[src/rtl/cpu_consts.sv]
// ----------------------------------------------------------------------------
// cpu_consts
//   Shared constants and encodings for the RV64 core.
//   - XLEN        : architectural register width (64)
//   - rf_wr_src_t : register-file write-data source select
//   - mem_size_t  : load/store access size
//   - size_bytes  : helper returning the byte count for an access size
// ----------------------------------------------------------------------------
package cpu_consts;

    localparam int XLEN = 64;

    typedef enum logic [1:0] {
        RF_SRC_ALU = 2'd0,
        RF_SRC_MEM = 2'd1,
        RF_SRC_IMM = 2'd2,
        RF_SRC_PC  = 2'd3
    } rf_wr_src_t;

    typedef enum logic [1:0] {
        SZ_B = 2'd0,
        SZ_H = 2'd1,
        SZ_W = 2'd2,
        SZ_D = 2'd3
    } mem_size_t;

    function automatic logic [3:0] size_bytes(input mem_size_t sz);
        case (sz)
            SZ_B:    size_bytes = 4'd1;
            SZ_H:    size_bytes = 4'd2;
            SZ_W:    size_bytes = 4'd4;
            default: size_bytes = 4'd8;
        endcase
    endfunction

endpackage

[src/rtl/load_align.sv]
// ----------------------------------------------------------------------------
// load_align
//   Extracts a byte/half/word/double from a 64-bit memory row and extends it
//   to XLEN bits.
//   Ports:
//     row_i   in  64  full data-memory row
//     idx_i   in  3   byte offset of the access within the row
//     size_i  in  2   access size (mem_size_t)
//     zext_i  in  1   1 = zero-extend, 0 = sign-extend (ignored for D)
//     load_o  out 64  extended load value
// ----------------------------------------------------------------------------
module load_align
    import cpu_consts::*;
(
    input  logic [XLEN-1:0] row_i,
    input  logic [2:0]      idx_i,
    input  logic [1:0]      size_i,
    input  logic            zext_i,
    output logic [XLEN-1:0] load_o
);

    mem_size_t       size;
    logic [2:0]      aligned_idx;
    logic [XLEN-1:0] shifted;

    assign size = mem_size_t'(size_i);

    // Misaligned offsets are not trapped here; the low offset bits are
    // simply dropped so the access lands on its natural boundary.
    always_comb begin
        aligned_idx = 3'd0;
        case (size)
            SZ_B:    aligned_idx = idx_i;
            SZ_H:    aligned_idx = {idx_i[2:1], 1'b0};
            SZ_W:    aligned_idx = {idx_i[2], 2'b00};
            default: aligned_idx = 3'd0;
        endcase
    end

    // Shift the wanted field down to bit 0 (byte offset times 8).
    assign shifted = row_i >> {aligned_idx, 3'b000};

    // Keep the low field and either zero-fill or replicate its top bit.
    always_comb begin
        load_o = shifted;
        case (size)
            SZ_B:    load_o = zext_i ? {56'd0, shifted[7:0]}
                                     : {{56{shifted[7]}}, shifted[7:0]};
            SZ_H:    load_o = zext_i ? {48'd0, shifted[15:0]}
                                     : {{48{shifted[15]}}, shifted[15:0]};
            SZ_W:    load_o = zext_i ? {32'd0, shifted[31:0]}
                                     : {{32{shifted[31]}}, shifted[31:0]};
            default: load_o = shifted;
        endcase
    end

endmodule

[src/rtl/writeback_stage.sv]
// ----------------------------------------------------------------------------
// writeback_stage
//   RV64 writeback stage: selects the register-file write data from the ALU
//   result, the extracted load, the immediate, or the link address (PC+4).
//   Ports:
//     clk                 in  1   stage clock
//     reset_i             in  1   synchronous active-high reset
//     alu_res_i           in  64  ALU result
//     data_mem_rd_i       in  64  data-memory row read
//     instr_imm_i         in  64  sign-extended immediate
//     pc_val_i            in  64  instruction PC
//     rf_wr_data_src_i    in  2   write-data select (rf_wr_src_t)
//     data_byte_en_i      in  2   load size (mem_size_t)
//     data_zero_extnd_i   in  1   1 = zero-extend load
//     data_mem_row_idx_i  in  3   byte offset within the row
//     rf_wr_data_o        out 64  register-file write data
//   Configuration macro WRITEBACK_OUT_REG_EN:
//     defined   -> output registered on posedge clk, reset_i forces 0
//     undefined -> purely combinational, clk/reset_i unused
// ----------------------------------------------------------------------------
module writeback_stage
    import cpu_consts::*;
(
    input  logic            clk,
    input  logic            reset_i,
    input  logic [XLEN-1:0] alu_res_i,
    input  logic [XLEN-1:0] data_mem_rd_i,
    input  logic [XLEN-1:0] instr_imm_i,
    input  logic [XLEN-1:0] pc_val_i,
    input  logic [1:0]      rf_wr_data_src_i,
    input  logic [1:0]      data_byte_en_i,
    input  logic            data_zero_extnd_i,
    input  logic [2:0]      data_mem_row_idx_i,
    output logic [XLEN-1:0] rf_wr_data_o
);

    rf_wr_src_t      src_sel;
    logic [XLEN-1:0] load_data;
    logic [XLEN-1:0] link_addr;
    logic [XLEN-1:0] wr_data_next;

    assign src_sel = rf_wr_src_t'(rf_wr_data_src_i);

    load_align u_load_align (
        .row_i  (data_mem_rd_i),
        .idx_i  (data_mem_row_idx_i),
        .size_i (data_byte_en_i),
        .zext_i (data_zero_extnd_i),
        .load_o (load_data)
    );

    // Link address wraps modulo 2^64 like any other RV64 add.
    assign link_addr = pc_val_i + 64'd4;

    always_comb begin
        wr_data_next = alu_res_i;
        case (src_sel)
            RF_SRC_ALU: wr_data_next = alu_res_i;
            RF_SRC_MEM: wr_data_next = load_data;
            RF_SRC_IMM: wr_data_next = instr_imm_i;
            RF_SRC_PC:  wr_data_next = link_addr;
            default:    wr_data_next = alu_res_i;
        endcase
    end

`ifdef WRITEBACK_OUT_REG_EN
    // Reset takes priority over new data at the same edge.
    always_ff @(posedge clk) begin
        if (reset_i) begin
            rf_wr_data_o <= '0;
        end else begin
            rf_wr_data_o <= wr_data_next;
        end
    end
`else
    // Clock and reset are only meaningful in the registered build.
    logic unused_clk_reset;
    assign unused_clk_reset = clk ^ reset_i;
    assign rf_wr_data_o     = wr_data_next;
`endif

endmodule

[config.mk]
export PLATFORM = sky130hd
export DESIGN_NAME = writeback_stage
export DESIGN_NICKNAME = d
export VERILOG_FILES = /design/src/rtl/cpu_consts.sv /design/src/rtl/load_align.sv /design/src/rtl/writeback_stage.sv
export SDC_FILE = /design/constraint.sdc
export NUM_CORES = 1
export LEC_CHECK = 0
export CAP_MARGIN = 20
export CORE_AREA = 2 2 127 129
export DETAILED_ROUTE_END_ITERATION = 7
export DIE_AREA = 0 0 129 131
export PLACE_DENSITY = 0.76
export SLEW_MARGIN = 10
export SYNTH_ARGS = -nofsm -noshare
export SYNTH_HDL_FRONTEND = slang
export SYNTH_SLANG_ARGS = --single-unit
[constraint.sdc]
create_clock -name vclk -period 9
set_clock_uncertainty 0.2 [all_clocks]
set_input_delay 2.7 -clock vclk [all_inputs]
set_output_delay 2.7 -clock vclk [all_outputs]
set_load 0.005 [all_outputs]
Word-level counts from Yosys, hierarchy flattened --
Index checks and enable logic that the tools add are counted.
Storage, ports and cells: bits in registers 0, bits of input ports 266, output and inout port bits 64, logic and storage cells 15
Operators by class: add/subtract/negate cells 1, equal/unequal tests 5, shift operators 1, mux-type cells 6, reductions and logical operators 2
Operators with widths (number):
- $pmux 64 s4 | 1
- $mux 64 | 3
- $pmux 64 s3 | 1
- $add 64x3->64 const B | 1
- $shr 64x6->64 | 1
- $pmux 3 s3 | 1
- $eq 2x2->1 const B | 3
- $eq 2x1->1 const B | 2
- $logic_not 2->1 | 2

Longest topological paths before layout --
word-level depth 6, mapped depth 10

By module --
Synthesis repeated with hierarchy kept, for this count alone.
Unflattened totals: cell total of the unflattened synthesis 757, area total of the unflattened synthesis 5846.9 um^2
By module, submodules not included:
- writeback_stage | times used 1, cells each 441, area each 3320.7 um^2
- load_align | times used 1, cells each 316, area each 2526.2 um^2

Worst setup path before layout --
No wires, ideal clock.
path kind input to output, from input pc_val_i[13], to output rf_wr_data_o[41], arrival time 4412 ps, required time 6100 ps, path slack 1688 ps, stages on the path 7, path buffers 0, path through and4_4 > nand4_4 > nor4_4 > or4b_1 > xnor2_1 > a21oi_1 > o21ai_2
Between the ends: cells in the longest elaborated chain, start to end 2
Ends and longest elaborated chain:
- start, declared | RTL line writeback_stage.sv:29 | input logic [XLEN-1:0] pc_val_i,
- $add 64x3->64 | RTL line writeback_stage.sv:53 | assign link_addr = pc_val_i + 64'd4;
- $pmux 64 s4 | RTL line writeback_stage.sv:57 | case (src_sel)
- end, declared | RTL line writeback_stage.sv:34 | output logic [XLEN-1:0] rf_wr_data_o
Every way passes these cells.

Final worst setup path --
from input data_byte_en_i[1], to output rf_wr_data_o[28]
Between the ends: cells in the longest elaborated chain, start to end 6, elaborated cells between the ends (all ways) 10, classes of those cells eq/ne (2); shift (1); mux (6); reduce/logical (1)
Ends and longest elaborated chain:
- start, declared | RTL line writeback_stage.sv:31 | input logic [1:0] data_byte_en_i,
- $eq 2x2->1, or another cell as far along | RTL line load_align.sv:32, load_align.sv:46
- $pmux 3 s3 | RTL line load_align.sv:32 | case (size)
- $shr 64x6->64 | RTL line load_align.sv:41 | assign shifted = row_i >> {aligned_idx, 3'b000};
- $mux 64 (on tied branches) | RTL line load_align.sv:51, load_align.sv:47, load_align.sv:49
- $pmux 64 s3 * | RTL line load_align.sv:46 | case (size)
- $pmux 64 s4 * | RTL line writeback_stage.sv:57
Every way passes the cells marked *; elsewhere a longest branch is shown, timed or not.

==> results.txt <==
Status - finished clean
IO Port Bufs - 328
Sequential cells - 0
Startpoint Class - primary input
Vias in the first global route - 6308
Post-DP HPWL - 21.30 mm
WHS Path Cells - 3
Final setup margin - 0.1619 ns
Pleak - 2.988 nW
Synth top area cells - nand2_1 (10%), mux2i_1 (10%), xnor2_1 (8.4%)
Syn nets - 946
Clock Buffer Count - 0
Setup crit end kind - primary output
Final hold vios - 0
Row cnt - 46
Synth cell types - 71
Slew Viols, Final - 0
Critical path's largest stage delay - 0.59 ns
RSZ-0062 raised after global routing - yes
Die Y - 131 µm
Post-CTS setup buffers - 0
DP Cell Count - 1193
Post-route insts no fill - 1194
Minimum clock period - 8.838 ns
Max_cap viols - 0
Fmax - 0.1131 GHz
Synth top area share - 0.1009
DRT iter0 DRCs - 450
Drt drc - 0
Worst slew margin relative to its limit - 0.4089
Die X - 129 µm
Nets - 1247
Die Area - 16900 µm²
Utilization after layout - 0.5170
WP data arrival - 5.94 ns
Total gr overflow - 0
Peak VDD IR - 0.00002669 V
Drt total wl - 25.77 mm
Cell Chain, Critical Path - clkdlybuf4s50_1 -> buf_4 -> nor4bb_1 -> a21oi_1 -> o2111ai_1 -> o211ai_1 -> buf_4 -> a211oi_2 -> nor2_2 -> a221oi_1 -> clkdlybuf4s50_1
Hold_sp - rf_wr_data_src_i[0]
RePlAce Congestion - 0.9934
PwrDens - 51.97 nW/µm²
Wire per inst - 21.58 µm
Ant diodes - 0
Syn-to-layout area delta - 76.29%
Worst setup path start - data_byte_en_i[1]
Number of fill cells - 1487
Worst Hold Class - in2out
Cell count after synthesis - 679
Gr usage total - 0.2815
Final period util - 0.9820
Synth top cells by count - nand2_1 (123), nor2_1 (52), a21oi_1 (47)
Vias/cell - 5.581
Dpl ws - 0.08603 ns
Global-route wire length before repair - 36.46 mm
Ports - 330
Core area - 15600 µm²
Layout cell share with drive strength beyond 1 - 0.09407
DRT Pass-1 Iters - 5
Kind of critical path - in2out
Ys Warns - 0
Register area - 0 µm²
Top-count cell post-synth - nand2_1
Antenna Violating Nets Remaining - 0
Cell Area, Synth - 4574 µm²
Register area share after synthesis - 0
Critical Path RT - 6.10 ns
Mean post-synth cell area - 6.737 µm²
Largest net degree at the start of global routing - 67
Area leader, netlist - nand2_1
Vias - 6664
# setup viols final - 0
Worst slew pin tran - 0.8866 ns
Initial Util - 0.2933
Initial antenna violation count - 1
CP max stage cell - clkdlybuf4s50_1
Crit path max fanout - 14
Worst Hold Path EP - rf_wr_data_o[15]
cell families (layout without fill, tap and decap cells):
kind of cell,count (synthesis),in the layout,share of synthesized area
buffers and inverters,68,366,0.06646
multiplexers,80,80,0.2229
adder cells (fa/ha/maj),1,1,0.002735
AND/OR/NAND/NOR,301,301,0.3280
XOR/XNOR,59,59,0.1130
AO/OA/AOI/OAI,170,171,0.2670
where the power goes:
group / internal, mW / total (mW) / leakage [nW] / switching [mW]
Clock: 0 / 0 / 0 / 0
Combinational: 0.237 / 0.419 / 2.99 / 0.182
Sequential: 0 / 0 / 0 / 0
Total: 0.237 / 0.419 / 2.99 / 0.182
per-stage QoR:
step | total power, mW | TNS [ns] | area (µm²) | hold slack (ns)
6_report | 0.4191 | 0 | 8064 | 6.001
5_1_grt | 0.4450 | -0.002751 | 8064 | 6.026
4_1_cts | 0.4154 | 0 | 8045 | 6.006
3_5_place_dp | 0.4130 | 0 | 8045 | 6.004
3_3_place_gp | 0.4099 | 0 | 8045 | 6.009
2_1_floorplan | 0.1635 | 0 | 4574 | 5.319
worst max-delay path, delay by kind of cell:
kind | cells | cell delay, ns
compound gates | 5 | 1.11
buf+inv | 4 | 1.61
simple gates | 2 | 0.51
metal layers:
metal	vias to the layer above	share of wire	track usage
met4	2	0.036	0.09207
met5	-	0.00050	0
met2	388	0.48	0.4961
met3	52	0.084	0.04316
li1	3126	-	-
met1	3096	0.40	0.3521
area by class of cell:
cell class / instances / area (µm²) / area share
multi-input cells: 612 / 4289 / 0.5319
repair buffers: 351 / 3448 / 0.4276
well taps: 216 / 270.3 / 0.03351
inverters: 15 / 56.30 / 0.006982
what timing repair did:
item / CTS / global route
hold buffers: 0 / 0
setup endpoints to repair: 0 / 42
gates resized for setup: 0 / 3
cell usage in the layout, fill, tap and decap left out, types with 3 or more instances in the layout:
| cell type | n |
|---|---|
| and4_1 | 4 |
| o21ai_1 | 7 |
| o21ai_0 | 22 |
| and3_1 | 14 |
| mux4_2 | 13 |
| o22ai_1 | 24 |
| xor2_1 | 15 |
| nor3_1 | 11 |
| or4b_1 | 3 |
| nor2_1 | 51 |
| buf_4 | 24 |
| mux2_2 | 19 |
| o221ai_1 | 8 |
| xnor2_1 | 44 |
| o211ai_2 | 3 |
| mux2i_1 | 46 |
| o32a_1 | 6 |
| a211oi_1 | 6 |
| nand2_1 | 123 |
| a21oi_1 | 47 |
| inv_1 | 15 |
| o221ai_2 | 11 |
| nand4_1 | 16 |
| nand3_1 | 35 |
| o211ai_1 | 14 |
| nor2b_1 | 10 |
| and2_1 | 5 |
| nand2b_1 | 4 |
| clkdlybuf4s50_1 | 326 |
worst max-delay path by stage:
stage,cells past startpoint,endpoint
final,11,rf_wr_data_o[28]
after floorplan,7,rf_wr_data_o[41]
after detailed placement,9,rf_wr_data_o[59]
after global placement,9,rf_wr_data_o[46]
after CTS,9,rf_wr_data_o[59]
after global routing,11,rf_wr_data_o[37]
Note: power is estimated with default switching activity, not from simulation.
